`src/rtl/alu_pkg.sv`:
```
// Shared ALU function codes used by every stage that drives or decodes EXE_CMD.
package alu_pkg;

  typedef enum logic [2:0] {
    NOP  = 3'd0,
    RADD = 3'd1,
    RSUB = 3'd2,
    RSLL = 3'd3,
    RSRL = 3'd4
  } alu_cmd_e;

endpackage

```
`src/rtl/decode_pkg.sv`:
```
// Decode-stage definitions: opcode map, instruction field positions, register count.
package decode_pkg;

  localparam int NUM_REGS = 8;
  localparam int REG_AW   = 3;

  localparam int OPC_MSB = 15, OPC_LSB = 13;
  localparam int RD_MSB  = 12, RD_LSB  = 10;
  localparam int RS1_MSB = 9,  RS1_LSB = 7;
  localparam int RS2_MSB = 6,  RS2_LSB = 4;
  localparam int IMM_MSB = 7,  IMM_LSB = 0;

  typedef enum logic [2:0] {
    OP_NOP  = 3'b000,
    OP_ADD  = 3'b001,
    OP_SUB  = 3'b010,
    OP_SLL  = 3'b011,
    OP_SRL  = 3'b100,
    OP_LDI  = 3'b101,
    OP_ILL6 = 3'b110,
    OP_ILL7 = 3'b111
  } opcode_e;

  function automatic logic reads_sources(opcode_e op);
    return op inside {OP_ADD, OP_SUB, OP_SLL, OP_SRL};
  endfunction

  // R0 is constant, so it can never be the subject of a hazard or bypass.
  function automatic logic src_hit(logic [REG_AW-1:0] src, logic [REG_AW-1:0] tgt);
    return (src != '0) && (src == tgt);
  endfunction

endpackage

```
`src/rtl/decode_stage_regfile.sv`:
```
// 8 x DW register file: two combinational read ports, one write port, R0 reads zero.
module regfile
  import decode_pkg::*;
#(
  parameter int DW = 8
) (
  input  logic              clk,
  input  logic              reset,
  input  logic [REG_AW-1:0] raddr1_i,
  input  logic [REG_AW-1:0] raddr2_i,
  output logic [DW-1:0]     rdata1_o,
  output logic [DW-1:0]     rdata2_o,
  input  logic              we_i,
  input  logic [REG_AW-1:0] waddr_i,
  input  logic [DW-1:0]     wdata_i
);

  logic [DW-1:0] mem_q [NUM_REGS];

  // NOTE: this array is small and must read as zero after reset, so it is
  // reset like ordinary flops; large RAMs would normally be left unreset.
  // NOTE: sequential state uses <= so every flop samples pre-edge values.
  always_ff @(posedge clk or posedge reset) begin
    if (reset) begin
      for (int i = 0; i < NUM_REGS; i++) mem_q[i] <= '0;
    end else if (we_i && (waddr_i != '0)) begin
      mem_q[waddr_i] <= wdata_i;
    end
  end

  assign rdata1_o = (raddr1_i == '0) ? '0 : mem_q[raddr1_i];
  assign rdata2_o = (raddr2_i == '0) ? '0 : mem_q[raddr2_i];

endmodule

```
`src/rtl/decode_stage.sv`:
```
// Decode stage: register read, hazard stall, registered ALU operands with valid/ready.
// Define DECODE_FWD_EN to bypass writeback data into the source reads.
module decode_stage
  import decode_pkg::*;
  import alu_pkg::*;
#(
  parameter int n = 8
) (
  input  logic              clk,
  input  logic              reset,
  input  logic [15:0]       instr,
  input  logic              in_valid,
  output logic              in_ready,
  output logic [n-1:0]      a,
  output logic [n-1:0]      b,
  output logic [2:0]        EXE_CMD,
  output logic [2:0]        rd,
  output logic              out_valid,
  input  logic              out_ready,
  input  logic              wb_en,
  input  logic [REG_AW-1:0] wb_addr,
  input  logic [n-1:0]      wb_data,
  output logic              illegal
);

  opcode_e           op;
  logic [REG_AW-1:0] f_rd, f_rs1, f_rs2;
  logic [7:0]        f_imm;
  logic              uses_src;

  assign op       = opcode_e'(instr[OPC_MSB:OPC_LSB]);
  assign f_rd     = instr[RD_MSB:RD_LSB];
  assign f_rs1    = instr[RS1_MSB:RS1_LSB];
  assign f_rs2    = instr[RS2_MSB:RS2_LSB];
  assign f_imm    = instr[IMM_MSB:IMM_LSB];
  assign uses_src = reads_sources(op);

  logic [n-1:0]      a_q, a_d, b_q, b_d;
  alu_cmd_e          cmd_q, cmd_d;
  logic [REG_AW-1:0] rd_q, rd_d;
  logic              valid_q, valid_d, illegal_q, illegal_d;

  logic [n-1:0] rf_rd1, rf_rd2, src1_val, src2_val;
  logic         stall, accept;

  regfile #(.DW(n)) u_regfile (
    .clk      (clk),
    .reset    (reset),
    .raddr1_i (f_rs1),
    .raddr2_i (f_rs2),
    .rdata1_o (rf_rd1),
    .rdata2_o (rf_rd2),
    .we_i     (wb_en),
    .waddr_i  (wb_addr),
    .wdata_i  (wb_data)
  );

`ifdef DECODE_FWD_EN
  // Only a held (not yet consumed) result can be missing; a consumed one arrives on wb.
  always_comb begin
    src1_val = src_hit(f_rs1, wb_addr) && wb_en ? wb_data : rf_rd1;
    src2_val = src_hit(f_rs2, wb_addr) && wb_en ? wb_data : rf_rd2;
    stall    = uses_src && valid_q && !out_ready &&
               (src_hit(f_rs1, rd_q) || src_hit(f_rs2, rd_q));
  end
`else
  always_comb begin
    src1_val = rf_rd1;
    src2_val = rf_rd2;
    stall    = uses_src &&
               ((valid_q && (src_hit(f_rs1, rd_q) || src_hit(f_rs2, rd_q))) ||
                (wb_en && (src_hit(f_rs1, wb_addr) || src_hit(f_rs2, wb_addr))));
  end
`endif

  assign in_ready = (!valid_q || out_ready) && !stall;
  assign accept   = in_valid && in_ready;

  // NOTE: every target gets a default first, so no path leaves one unassigned (no latch).
  always_comb begin
    a_d       = a_q;
    b_d       = b_q;
    cmd_d     = cmd_q;
    rd_d      = rd_q;
    valid_d   = valid_q;
    illegal_d = illegal_q;
    if (accept) begin
      valid_d = 1'b1;
      a_d     = '0;
      b_d     = '0;
      cmd_d   = NOP;
      rd_d    = '0;
      case (op)
        OP_ADD, OP_SUB, OP_SLL, OP_SRL: begin
          a_d  = src1_val;
          b_d  = src2_val;
          rd_d = f_rd;
          case (op)
            OP_ADD:  cmd_d = RADD;
            OP_SUB:  cmd_d = RSUB;
            OP_SLL:  cmd_d = RSLL;
            default: cmd_d = RSRL;
          endcase
        end
        OP_LDI: begin
          a_d   = n'(f_imm);
          cmd_d = RADD;
          rd_d  = f_rd;
        end
        OP_ILL6, OP_ILL7: illegal_d = 1'b1;
        default: ;
      endcase
    end else if (out_ready) begin
      valid_d = 1'b0;
    end
  end

  always_ff @(posedge clk or posedge reset) begin
    if (reset) begin
      a_q       <= '0;
      b_q       <= '0;
      cmd_q     <= NOP;
      rd_q      <= '0;
      valid_q   <= 1'b0;
      illegal_q <= 1'b0;
    end else begin
      a_q       <= a_d;
      b_q       <= b_d;
      cmd_q     <= cmd_d;
      rd_q      <= rd_d;
      valid_q   <= valid_d;
      illegal_q <= illegal_d;
    end
  end

  assign a         = a_q;
  assign b         = b_q;
  assign EXE_CMD   = cmd_q;
  assign rd        = rd_q;
  assign out_valid = valid_q;
  assign illegal   = illegal_q;

endmodule

```
`config.mk`:
```
export PLATFORM = sky130hd
export DESIGN_NAME = decode_stage
export DESIGN_NICKNAME = d
export VERILOG_FILES = /design/src/rtl/alu_pkg.sv /design/src/rtl/decode_pkg.sv /design/src/rtl/decode_stage_regfile.sv /design/src/rtl/decode_stage.sv
export SDC_FILE = /design/constraint.sdc
export NUM_CORES = 1
export LEC_CHECK = 0
export CORE_MARGIN = 2
export CORE_UTILIZATION = 55
export DETAILED_ROUTE_END_ITERATION = 8
export PLACE_DENSITY = 0.8
export SYNTH_ARGS = -nofsm -noshare
export SYNTH_HDL_FRONTEND = slang
export SYNTH_SLANG_ARGS = --single-unit
```
`constraint.sdc`:
```
create_clock -name clk -period 3.3 [get_ports clk]
set_input_delay 0.66 -clock clk [delete_from_list [all_inputs] [get_ports clk]]
set_output_delay 0.66 -clock clk [all_outputs]
set_load 0.05 [all_outputs]
```
==> results of run 1 <==
## through the flow
step / worst slack [ns] / instance area, µm² / utilization [%]
final: 0.1447 / 5331 / 69.35
after global routing: 0.01611 / 5331 / 69.35
after CTS: 0.1852 / 5331 / 69.35
after detailed placement: 0.1865 / 5090 / 66.21
after global placement: 0.1987 / 5090 / 66.21
after floorplan: 0.2034 / 4329 / -
## final cells by class
class / count / area, µm²
fillers: 571 / 2356
clock buffers: 9 / 123.9
multi-input cells: 223 / 2141
inverters: 13 / 48.80
repair buffers: 81 / 770.7
clock inverters: 7 / 117.6
well taps: 102 / 127.6
flip-flops and latches: 80 / 2002
## state kept, by name, indices dropped and copies added (netlist names)
register and count:
a 8, rd 3, u_regfile.mem_q 56, illegal 1
out_valid 1, b 8, EXE_CMD 3
## power by group through the flow
stage                     Combinational (mW)  Clock [mW]  Sequential [mW]
after detailed placement                1.13           0             1.39
after global routing                    1.20       0.925             1.40
after floorplan                        0.541           0             1.60
after CTS                               1.14       0.888             1.37
after global placement                  1.11           0             1.37
final                                   1.13       0.878             1.37
## cells by family (layout without fill, tap and decap cells)
group / after synthesis / count (layout) / share of synthesized area [%]
mux: 111 / 111 / 32.66
xor+xnor: 13 / 13 / 2.804
simple gates: 54 / 54 / 6.763
compound gates: 45 / 45 / 7.225
flops: 80 / 80 / 46.24
buf+inv: 38 / 110 / 4.307
## path summary, 6_finish.rpt
kind / startpoint / endpoint / slack (ns) / depth (start not counted)
setup / recovery: wb_addr[0] / in_ready / 0.14 / 6
hold / removal: illegal / illegal / 0.47 / 1
setup reg to reg: rd[2] / EXE_CMD[1] / 1.01 / 7
hold reg to reg: illegal / illegal / 0.47 / 1
max in group asynchronous: reset / u_regfile.mem_q[49] / 1.91 / 3
min in group asynchronous: reset / rd[2] / 0.62 / 2
## metal layers
metal  GRT usage, %  vias to the layer above  part of all wire, %
li1               -                     1385                    -
met1          33.17                     1597                   44
met2          41.67                      110                   48
met3          6.347                       16                  6.5
met4          7.843                        0                  1.6
met5              0                        -                    0
## synth_stat cells
cell,number,share of area (%)
dfrtp_1,80,46
mux2_2,74,19
nand2_1,30,2.6
mux4_2,16,8.3
a22oi_1,15,2.6
o21ai_0,15,1.7
inv_1,13,1.1
mux2i_1,13,3.0
xor2_1,12,2.4
a22o_1,8,1.6
buf_2,8,0.92
mux2_1,8,2.1
clkbuf_1,7,0.61
buf_4,5,0.87
nor3_1,5,0.58
nor2b_1,4,0.58
nor4_1,4,0.58
buf_1,3,0.26
nand4b_1,3,0.61
buf_6,2,0.52
nor4bb_1,2,0.46
o211a_1,2,0.46
a21boi_0,1,0.17
a21o_1,1,0.17
a21oi_1,1,0.12
a41o_1,1,0.23
and3b_1,1,0.20
nand4_1,1,0.14
nor2_1,1,0.087
nor2_2,1,0.14
nor3_2,1,0.23
nor4b_4,1,0.55
o21ai_1,1,0.12
xnor2_2,1,0.38
## cells in the final DEF (no fill, tap or decap), types with 2 or more instances in the layout
master	instances
dfrtp_1	80
mux2_2	74
clkdlybuf4s50_1	55
nand2_1	30
buf_4	24
mux4_2	16
a22oi_1	15
o21ai_0	15
mux2i_1	13
xor2_1	12
inv_1	12
clkbuf_8	9
a22o_1	8
mux2_1	8
nor3_1	5
nor2b_1	4
nor4_1	4
nand4b_1	3
bufinv_16	3
o211a_1	2
nor4bb_1	2
clkinv_2	2
buf_12	2
==> results.cfg, run 1 <==
[synth]
syn_nets = 373
ys_seq_area_share_pct = 46.24
synth-seq-cells = 80
avgSynthCellArea_um2 = 12.70
synth_area_um2 = 4329
synth_cell_types = 34
syn_inst = 341
yosysWarningCount = 0

[critical_path]
slowest_stage = clkdlybuf4s50_1
startpoint_type = input port
path_cells = clkdlybuf4s50_1, xor2_1, nor4_1, o211a_1, nor3_1, buf_12
worst-setup-path-type = input port to output pin
end_kind = output pin
path_delay_family = buffers and inverters
worstPathArrival_ns = 2.50
worstPathMaxFanout = 10
cp_num_buf_inv = 2
slowest_delay_ns = 0.70
critical_path_required_ns = 2.64

[power_and_ir_drop]
ir_drop_uv = 245.6
intPower_mw = 2.248
power_density_nw_per_um2 = 634.7
switching_share_pct = 33.57
cellLeakagePower_nw = 2.290
seq_power_share_pct = 40.6
p_total_mw = 3.384
pwr-share-clk_pct = 25.9
p_comb_share_pct = 33.5
power_switching_mw = 1.136

[cts]
post_cts_resized = 0
numCtsBuffers = 9
cts_sinks = 80
cts_setup_buffers = 0
clock_latency_ns = 0.36
cts_tree = built
clk_pin_slew_ns = 0.08
cts_root_buf = clkbuf_8
ctsLongestPathBuffers = 2
postCtsHoldBufs = 0
cts.htree.levels = 3

[final_layout]
fin_cells = 515
final_nets = 440
drive_gt1_share_pct = 33.17
num_antenna_cells = 0
area_delta_synth_final_pct = 23.15

[floorplanning]
core_um2 = 7687
rows = 32
die-height_um = 92.72
die_area_um2 = 8597
start_util_pct = 56.32
die_w_um = 92.72
ios = 57

[drt]
first_pass_iters = 4
ant_nets = 0
drc = 0
detail_route.wl_per_cell_um = 20.17
vias = 3108
drt_iter0_drc = 269
vias_per_cell = 6.035
wirelength_um = 10390

[global_routing]
antenna_found_initial = 0
grt_pass1_vias = 3150
grt_start_max_net_pins = 32
grt_pass1_wl_um = 16460
grt-ovfl-total = 0
grt_use_total_pct = 25.26

[sta]
setup_viol = 0
fmax_mhz = 316.9
holdWs_ns = 0.4730
layout_worst_path_cycle_share_pct = 95.62
rsz0062_at_grt = false
tightest_slew_ns = 0.6733
skew_ns = 0.01077
period_minus_slack_ns = 3.155
maxSlewViolCount = 0
hold_viol = 0
slew_headroom_pct = 54.88
fin_tns_setup_ns = 0

[placement]
dp_hpwl_um = 7321
dp_cells = 499
gp_congestion = 0.8796
portBuffers = 56

[run]
cap_violations = 0

[outcome]
outcome = complete, no violations

[hold_path]
hp-class = register to register
Power figures use the tool's default switching activity.
==> run 2, diff against run 1 <==
--- a/config.mk
+++ b/config.mk
@@ -7,6 +7,7 @@
 export LEC_CHECK = 0
 export CORE_MARGIN = 2
 export CORE_UTILIZATION = 55
+export CTS_CLUSTER_SIZE = 40
 export DETAILED_ROUTE_END_ITERATION = 8
 export PLACE_DENSITY = 0.8
 export SYNTH_ARGS = -nofsm -noshare
==> results of run 2 <==
Final layout, timing and power as in run 1 (identical DEF).
